==> config.mk <==
export PLATFORM = sky130hd
export DESIGN_NAME = line_follower_pwm
export DESIGN_NICKNAME = d
export VERILOG_FILES = /design/src/rtl/line_follower_pwm.sv
export SDC_FILE = /design/constraint.sdc
export NUM_CORES = 1
export LEC_CHECK = 0
export CELL_PAD_IN_SITES_DETAIL_PLACEMENT = 1
export CELL_PAD_IN_SITES_GLOBAL_PLACEMENT = 1
export CORE_UTILIZATION = 40
export CTS_BUF_LIST = sky130_fd_sc_hd__clkbuf_4 sky130_fd_sc_hd__clkbuf_8
export CTS_CLUSTER_DIAMETER = 200
export DETAILED_ROUTE_END_ITERATION = 6
export PLACE_DENSITY_LB_ADDON = 0.08
export SETUP_SLACK_MARGIN = 0.1
export SLEW_MARGIN = 20
export SYNTH_ARGS = -nofsm -noshare
export SYNTH_HDL_FRONTEND = slang
export SYNTH_SLANG_ARGS = --single-unit
==> constraint.sdc <==
create_clock -name clk -period 2.6 [get_ports clk]
set_input_delay 0.52 -clock clk [delete_from_list [all_inputs] [get_ports clk]]
set_output_delay 0.52 -clock clk [all_outputs]
set_load 0.005 [all_outputs]
==> src/rtl/line_follower_pwm.sv <==
// Line follower: synchronised and debounced sensor array, 6-state steering FSM,
// and per-wheel PWM whose duty changes only at the period wrap.
module line_follower_pwm #(
  parameter int N_SENSORS    = 5,
  parameter int PWM_W        = 8,
  parameter int DEBOUNCE     = 4,
  parameter int LOST_TIMEOUT = 255,
  parameter int DUTY_FAST    = 200,
  parameter int DUTY_SLOW    = 60,
  parameter int DUTY_SEARCH  = 100
) (
  input  logic                 clk,
  input  logic                 reset,
  input  logic                 enable,
  input  logic [N_SENSORS-1:0] sensors,
  output logic                 motor_left,
  output logic                 motor_right,
  output logic [2:0]           state,
  output logic                 line_lost
);

  localparam int CENTRE = N_SENSORS / 2;
  localparam int DB_W   = (DEBOUNCE > 1) ? $clog2(DEBOUNCE) : 1;
  localparam logic [DB_W-1:0]  DB_LAST      = DB_W'(DEBOUNCE - 1);
  localparam logic [15:0]      TIMEOUT_LAST = 16'(LOST_TIMEOUT - 1);
  localparam logic [PWM_W-1:0] PWM_MAX      = '1;

  typedef enum logic [2:0] {
    IDLE   = 3'd0,
    FWD    = 3'd1,
    LEFT   = 3'd2,
    RIGHT  = 3'd3,
    SEARCH = 3'd4,
    STOP   = 3'd5
  } stateT;

  typedef enum logic [2:0] {
    CLS_NONE,
    CLS_ALL,
    CLS_CTR,
    CLS_LFT,
    CLS_RGT
  } lineClassT;

  // Duty parameters outside the counter range are clamped rather than truncated.
  function automatic logic [PWM_W-1:0] satDuty(input int d);
    if (d <= 0) return '0;
    if (d >= (1 << PWM_W) - 1) return PWM_MAX;
    return PWM_W'(d);
  endfunction

  function automatic lineClassT classify(input logic [N_SENSORS-1:0] b);
    int nL;
    int nR;
    nL = 0;
    nR = 0;
    for (int i = 0; i < CENTRE; i++) nL += int'(b[i]);
    for (int i = CENTRE + 1; i < N_SENSORS; i++) nR += int'(b[i]);
    if (&b) return CLS_ALL;
    if (b == '0) return CLS_NONE;
    if (b[CENTRE] || (nL == nR)) return CLS_CTR;
    if (nL > nR) return CLS_LFT;
    return CLS_RGT;
  endfunction

  function automatic stateT steer(input lineClassT c);
    case (c)
      CLS_ALL:  return STOP;
      CLS_NONE: return SEARCH;
      CLS_LFT:  return LEFT;
      CLS_RGT:  return RIGHT;
      default:  return FWD;
    endcase
  endfunction

  localparam logic [PWM_W-1:0] DUTY_FAST_Q   = satDuty(DUTY_FAST);
  localparam logic [PWM_W-1:0] DUTY_SLOW_Q   = satDuty(DUTY_SLOW);
  localparam logic [PWM_W-1:0] DUTY_SEARCH_Q = satDuty(DUTY_SEARCH);

  logic [N_SENSORS-1:0] sensSync_p0;
  logic [N_SENSORS-1:0] sensSync_p1;
  logic [DB_W-1:0]      dbCnt;
  logic [N_SENSORS-1:0] blk;

  stateT       stateQ;
  stateT       stateNext;
  lineClassT   lineCls;
  logic        lineLostQ;
  logic        lostNext;
  logic        lastSideR;
  logic [15:0] searchTimer;

  logic [PWM_W-1:0] pwmCnt;
  logic [PWM_W-1:0] dutyLeftAct;
  logic [PWM_W-1:0] dutyRightAct;
  logic [PWM_W-1:0] dutyLeftTgt;
  logic [PWM_W-1:0] dutyRightTgt;
  logic             halt;
  logic             motorLeftQ;
  logic             motorRightQ;

  // Stage p0/p1: two-flop synchroniser; sensors idle white, so reset to ones.
  always_ff @(posedge clk or posedge reset) begin
    if (reset) begin
      sensSync_p0 <= '1;
      sensSync_p1 <= '1;
    end else begin
      sensSync_p0 <= sensors;
      sensSync_p1 <= sensSync_p0;
    end
  end

  // Debounce: a change about to land in p1 restarts the count; blk is active-high black.
  always_ff @(posedge clk or posedge reset) begin
    if (reset) begin
      dbCnt <= '0;
      blk   <= '0;
    end else if (sensSync_p0 != sensSync_p1) begin
      dbCnt <= '0;
    end else if (dbCnt != DB_LAST) begin
      dbCnt <= dbCnt + 1'b1;
    end else begin
      blk <= ~sensSync_p1;
    end
  end

  assign lineCls = classify(blk);

  always_comb begin
    stateNext = stateQ;
    lostNext  = 1'b0;
    if (!enable) begin
      stateNext = IDLE;
    end else begin
      case (stateQ)
        IDLE:            stateNext = FWD;
        FWD, LEFT, RIGHT: stateNext = steer(lineCls);
        SEARCH: begin
          if (lineCls != CLS_NONE) begin
            stateNext = steer(lineCls);
          end else if (searchTimer == TIMEOUT_LAST) begin
            stateNext = STOP;
            lostNext  = 1'b1;
          end
        end
        STOP: begin
          stateNext = STOP;
          lostNext  = lineLostQ;
        end
        default: stateNext = IDLE;
      endcase
    end
    if (stateNext == SEARCH) lostNext = 1'b1;
  end

  always_ff @(posedge clk or posedge reset) begin
    if (reset) begin
      stateQ      <= IDLE;
      lineLostQ   <= 1'b0;
      lastSideR   <= 1'b0;
      searchTimer <= '0;
    end else begin
      stateQ    <= stateNext;
      lineLostQ <= lostNext;
      if (stateQ == LEFT) lastSideR <= 1'b0;
      else if (stateQ == RIGHT) lastSideR <= 1'b1;
      searchTimer <= (stateQ == SEARCH) ? searchTimer + 16'd1 : 16'd0;
    end
  end

  always_comb begin
    dutyLeftTgt  = '0;
    dutyRightTgt = '0;
    case (stateQ)
      FWD: begin
        dutyLeftTgt  = DUTY_FAST_Q;
        dutyRightTgt = DUTY_FAST_Q;
      end
      LEFT: begin
        dutyLeftTgt  = DUTY_SLOW_Q;
        dutyRightTgt = DUTY_FAST_Q;
      end
      RIGHT: begin
        dutyLeftTgt  = DUTY_FAST_Q;
        dutyRightTgt = DUTY_SLOW_Q;
      end
      SEARCH: begin
        if (lastSideR) dutyLeftTgt = DUTY_SEARCH_Q;
        else dutyRightTgt = DUTY_SEARCH_Q;
      end
      default: ;
    endcase
  end

  assign halt = (stateQ == IDLE) || (stateQ == STOP);

  // Active duties reload only at the wrap to avoid runt pulses; halt bypasses that.
  always_ff @(posedge clk or posedge reset) begin
    if (reset) begin
      pwmCnt       <= '0;
      dutyLeftAct  <= '0;
      dutyRightAct <= '0;
      motorLeftQ   <= 1'b0;
      motorRightQ  <= 1'b0;
    end else begin
      pwmCnt <= pwmCnt + 1'b1;
      if (halt) begin
        dutyLeftAct  <= '0;
        dutyRightAct <= '0;
      end else if (pwmCnt == PWM_MAX) begin
        dutyLeftAct  <= dutyLeftTgt;
        dutyRightAct <= dutyRightTgt;
      end
      motorLeftQ  <= !halt && (pwmCnt < dutyLeftAct);
      motorRightQ <= !halt && (pwmCnt < dutyRightAct);
    end
  end

  assign motor_left  = motorLeftQ;
  assign motor_right = motorRightQ;
  assign state       = stateQ;
  assign line_lost   = lineLostQ;

endmodule

Word level (Yosys, flattened, before mapping)
Cells that the tools add are included.
{"block": "op_classes", "magnitude_cmp": 3, "addsub": 5, "n_reduce_logical": 17, "n_div": 0, "eq_ne": 15, "bitwise_logic": 3, "n_mul": 0, "mux": 41, "shift": 0}
{"op": "$pmux 8 s3", "count": 2}
{"op": "$mux 3", "count": 11}
{"op": "$mux 8", "count": 4}
{"op": "$pmux 3 s4", "count": 2}
{"op": "$add 16x1->16 const B", "count": 1}
{"op": "$eq 16x8->1 const B", "count": 1}
{"op": "$lt 8x8->1", "count": 2}
{"op": "$mux 1", "count": 16}
{"op": "$mux 16", "count": 1}
{"op": "$mux 7", "count": 2}
{"op": "$eq 3x3->1 const B", "count": 4}
{"op": "$eq 3x2->1 const B", "count": 3}
{"op": "$add 8x1->8 const B", "count": 1}
{"op": "$eq 8x8->1 const B", "count": 1}
{"op": "$eq 3x1->1 const B", "count": 2}
{"op": "$logic_not 3->1", "count": 2}
{"op": "$reduce_bool 2->1", "count": 3}
{"op": "$logic_not 5->1", "count": 1}
{"op": "$ne 5x5->1", "count": 1}
{"op": "$not 5->5", "count": 1}
{"op": "$reduce_and 5->1", "count": 1}
{"op": "$add 1x1->2", "count": 2}
{"op": "$mux 2", "count": 2}
{"op": "$reduce_or 2->1", "count": 2}
{"op": "13 further kinds", "count": 16}
{"block": "totals", "mem_bits_ro": 0, "output_inout_bits": 6, "latchBits": 0, "mem_count": 0, "ram_bits": 0, "input_bits": 8, "wordCells": 97, "regBits": 64}

Depth between registers and ports, before layout
{"block": "depth", "depth_word": 20, "ltp_mapped": 9, "mapped_depth_nobuf": 9}

Worst setup path before layout
No wires, ideal clock.
{"block": "synth_path", "path_type": "register -> register", "startpoint": "reg searchTimer[0]", "endpoint": "reg lineLostQ (netlist: line_lost)", "path_stages_with_launch": 8, "t_arrival_ns": 1.680, "slack_ns": 0.799, "setup_ns": 0.121, "synth_period_minus_slack_ns": 1.801, "t_required_ns": 2.479, "n_path_buf": 0, "cell_sequence": "dfrtp_1 > inv_1 > ha_1 > or4b_1 > nor4_2 > a31o_1 > a21oi_1 > a22o_1"}
{"block": "synth_between", "elab_chain_cells": 7, "word_cells_on_any_way": 12, "classes_between": "eq/ne: 3; mux: 9"}
{"element": "from (decl)", "line_no": "91", "source": "logic [15:0] searchTimer;"}
{"element": "from (signal assigned)", "line_no": "167", "source": "searchTimer <= (stateQ == SEARCH) ? searchTimer + 16'd1 : 16'd0;"}
{"element": "$eq 16x8->1 *", "line_no": "141", "source": "end else if (searchTimer == TIMEOUT_LAST) begin"}
{"element": "$mux 3", "line_no": "141"}
{"element": "$mux 3", "line_no": "139", "source": "if (lineCls != CLS_NONE) begin"}
{"element": "$pmux 3 s4", "line_no": "135", "source": "case (stateQ)"}
{"element": "$mux 3", "line_no": "132", "source": "if (!enable) begin"}
{"element": "$eq 3x3->1", "line_no": "153", "source": "if (stateNext == SEARCH) lostNext = 1'b1;"}
{"element": "$ne 3x3->1 (no source line) / $mux 1 (equally long branches)"}
{"element": "to (signal assigned)", "line_no": "164", "source": "lineLostQ <= lostNext;"}
{"element": "to (decl)", "line_no": "88", "source": "logic lineLostQ;"}
Mark *: on every way between the ends. The rest lies on a longest branch, timed or not.
A chain may end at the register's enable or synchronous reset.

Worst setup path after layout
{"block": "layout_path", "startpoint": "reg stateQ[2] (netlist: state[2])", "endpoint": "out state[2]"}
{"element": "from (decl)", "line_no": "85", "source": "stateT stateQ;"}
{"element": "from (signal assigned)", "line_no": "163", "source": "stateQ <= stateNext;"}
{"element": "to (decl)", "line_no": "18", "source": "output logic [2:0] state,"}
No word-level cell between the ends.

==> results.sh <==
export IMPL_cts_inserted_buffers=9
export IMPL_p_sw_frac=0.216
export IMPL_min_period_over_period=0.816
export IMPL_clkPwrFrac=0.496
export IMPL_total_power_mw=2.11
export IMPL_post_synth_cell_area_avg_um2=10.4
export IMPL_wl_um=5860
export IMPL_synth_ff_type="dfrtp_1"
export IMPL_hold_buffers=0
export IMPL_async_flop_share=1.00
export IMPL_holdWs_ps=371
export IMPL_clockBufferDepth=2
export IMPL_synth_edf_count=0
export IMPL_synth_seq_cells=58
export IMPL_path_cells="clkdlybuf4s50_1"
export IMPL_synth_cells=280
export IMPL_rows=30
export IMPL_ant_nets=0
export IMPL_yosys_warnings=0
export IMPL_synthToLayoutAreaGrowth_pct=17.0
export IMPL_placed_area_um2=3150
export IMPL_drt_iter0_drc=82
export IMPL_coreArea_um2=6910
export IMPL_power_leakage_nw=1.50
export IMPL_arrival_ps=1600
export IMPL_fmax_mhz=471
export IMPL_nNetsFinal=327
export IMPL_hold_path_class="reg2reg"
export IMPL_vdd_ir_drop_max_uv=339
export IMPL_setup_viol=0
export IMPL_fin_tns_setup_ps=0
export IMPL_synth_nets=307
export IMPL_drtPass1Iterations=4
export IMPL_yosysSeqAreaShare=0.504
export IMPL_period_minus_slack_ps=2120
export IMPL_crit_family="flip-flops"
export IMPL_crit_buf_inv=1
export IMPL_outcome="complete, no violations"
export IMPL_antenna_found_initial=0
export IMPL_io_pins=14
export IMPL_setup_ws_ps=478
export IMPL_cts_root_buf="clkbuf_8"
export IMPL_start_util=0.421
export IMPL_die_w_um=87.2
export IMPL_p_comb_frac=0.056
export IMPL_grt_use_total=0.177
export IMPL_avgViaCountPerCell=5.06
export IMPL_cts_resized_gates=0
export IMPL_dp_hpwl_um=4180
export IMPL_p_per_area_nw_per_um2=622
export IMPL_drive_gt1_frac=0.125
export IMPL_cts_htree_levels=3
export IMPL_worst_pin_slew_ps=613
export IMPL_crit_type="reg2out"
export IMPL_cp_required_ps=2080
export IMPL_internal_power_mw=1.66
export IMPL_cp_start_kind="flip-flop"
export IMPL_gp_congestion=0.711
export IMPL_regArea_um2=1460
export IMPL_place_ws_ps=593
export IMPL_vias=2030
export IMPL_die_y_um=87.2
export IMPL_met2_usage=0.293
export IMPL_die_area_um2=7610
export IMPL_multi_input_area_um2=1310
export IMPL_slowest_stage="dfrtp_1"
export IMPL_crit_path_max_incr_delay_ps=670
export IMPL_grt_pass1_wl_um=10000
export IMPL_hold_violations=0
export IMPL_relSlewSlack=0.591
export IMPL_synth_cell_types=42
export IMPL_end_kind="primary output"
export IMPL_portBuffers=13
export IMPL_placed_cells=385
export IMPL_insertion_delay_ps=330
export IMPL_post_cts_buffers=0
export IMPL_grt_busiest_layer="met2"
export IMPL_use_met1=0.221
export IMPL_grt_pass1_vias=2122
export IMPL_p_seq_frac=0.448
export IMPL_cap_violations=0
export IMPL_netlist_area_um2=2910
export IMPL_antennaDiodeCount=0
export IMPL_routedWlPerCell_um=14.6
export IMPL_cts_sinks=58
export IMPL_final_util=0.492
export IMPL_met3_usage=0.0398
export IMPL_drc=0
export IMPL_worst_clock_skew_ps=7.60
export IMPL_rsz0062_at_grt="no"
export IMPL_grt_max_degree=34
export IMPL_cts_tree="done"
export IMPL_instances_no_fill=401
export IMPL_slew_viol_final=0
export IMPL_path_max_fanout=16
export IMPL_grt_overflow_total=0
export IMPL_p_sw_mw=0.456
export IMPL_fillers=789
export IMPL_final_area_um2=3400
export IMPL_path_clk_slew_ps=70
==> kinds of logic (layout without fill, tap and decap cells) <==
group                      after synthesis  count (layout)  synth area share
adders and majority gates               19              19            0.0818
xor gates and xnor gates                25              25            0.0753
AOI/OAI and AO/OA                       48              48             0.105
DFF                                     58              58             0.504
buffers and inverters                   31              56            0.0461
muxes                                    6               6            0.0207
and+or+nand+nor                         93              93             0.167
==> cells in the mapped netlist, types with 2 or more instances <==
library cell  number  share of area
a22o_1             3         0.0090
ha_1              19          0.082
or3_1              3         0.0065
xnor2_1           11          0.033
buf_2              2         0.0034
dfrtp_1           48           0.41
nand4_1            4         0.0086
nor3_1             6          0.010
and3_1             4         0.0086
buf_6              2         0.0077
o21ai_0            9          0.015
a211oi_1           4          0.010
a21o_1             6          0.015
nand2_1           16          0.021
inv_1             24          0.031
a21oi_1           16          0.028
clkbuf_1           3         0.0039
nand3_1           13          0.022
o21a_1             2         0.0052
nor2_1            33          0.043
dfstp_2           10          0.090
nand2b_1           4         0.0086
xor2_1            14          0.042
mux2i_1            6          0.021
==> metal layers <==
layer  vias to the layer above  share of wire
met5                         -              0
li1                        996              -
met3                         7          0.026
met2                        20           0.50
met4                         0          0.013
met1                      1007           0.46
==> placed cells by master, fill, tap and decap left out, types with 10 or more instances in the layout <==
cell,count
inv_1,23
nand2_1,16
a21oi_1,16
clkdlybuf4s50_1,13
ha_1,19
nor2_1,33
xor2_1,14
nand3_1,13
clkbuf_8,11
dfrtp_1,48
xnor2_1,11
dfstp_2,10
==> final timing paths <==
| check | end | start | cells after the start | slack [ps] |
|---|---|---|---|---|
| worst max-delay path | state[2] | state[2] | 1 | 480 |
| worst min register to register | sensSync_p1[1] | sensSync_p0[1] | 0 | 370 |
| worst min-delay path | sensSync_p1[1] | sensSync_p0[1] | 0 | 370 |
| worst max register to register | dutyRightAct[5] | pwmCnt[0] | 6 | 560 |
| max in group asynchronous | sensSync_p1[4] | reset | 3 | 1660 |
| min in group asynchronous | pwmCnt[1] | reset | 2 | 420 |
==> sequential cells by signal, indices dropped and copies added (netlist names), 2 cells and up <==
register      flops
blk               5
dbCnt             2
dutyLeftAct       5
dutyRightAct      5
pwmCnt            8
searchTimer      16
sensSync_p0       5
sensSync_p1       5
state             3
==> area by class of cell <==
cell class | instances | area share
flip-flops and latches | 58 | 0.431
well taps | 96 | 0.0353
inverters | 24 | 0.0265
clock inverters | 5 | 0.0294
multi-input cells | 191 | 0.385
repair buffers | 16 | 0.0486
clock buffers | 11 | 0.0445
==> power by group through the flow <==
stage | logic (mW) | clock network [mW] | registers [mW]
2_1_floorplan | 0.0766 | 0 | 0.955
3_3_place_gp | 0.121 | 0 | 0.963
3_5_place_dp | 0.122 | 0 | 0.964
4_1_cts | 0.122 | 1.07 | 0.948
5_1_grt | 0.134 | 1.11 | 0.950
6_report | 0.117 | 1.05 | 0.947
(Power assumes the default switching activity.)
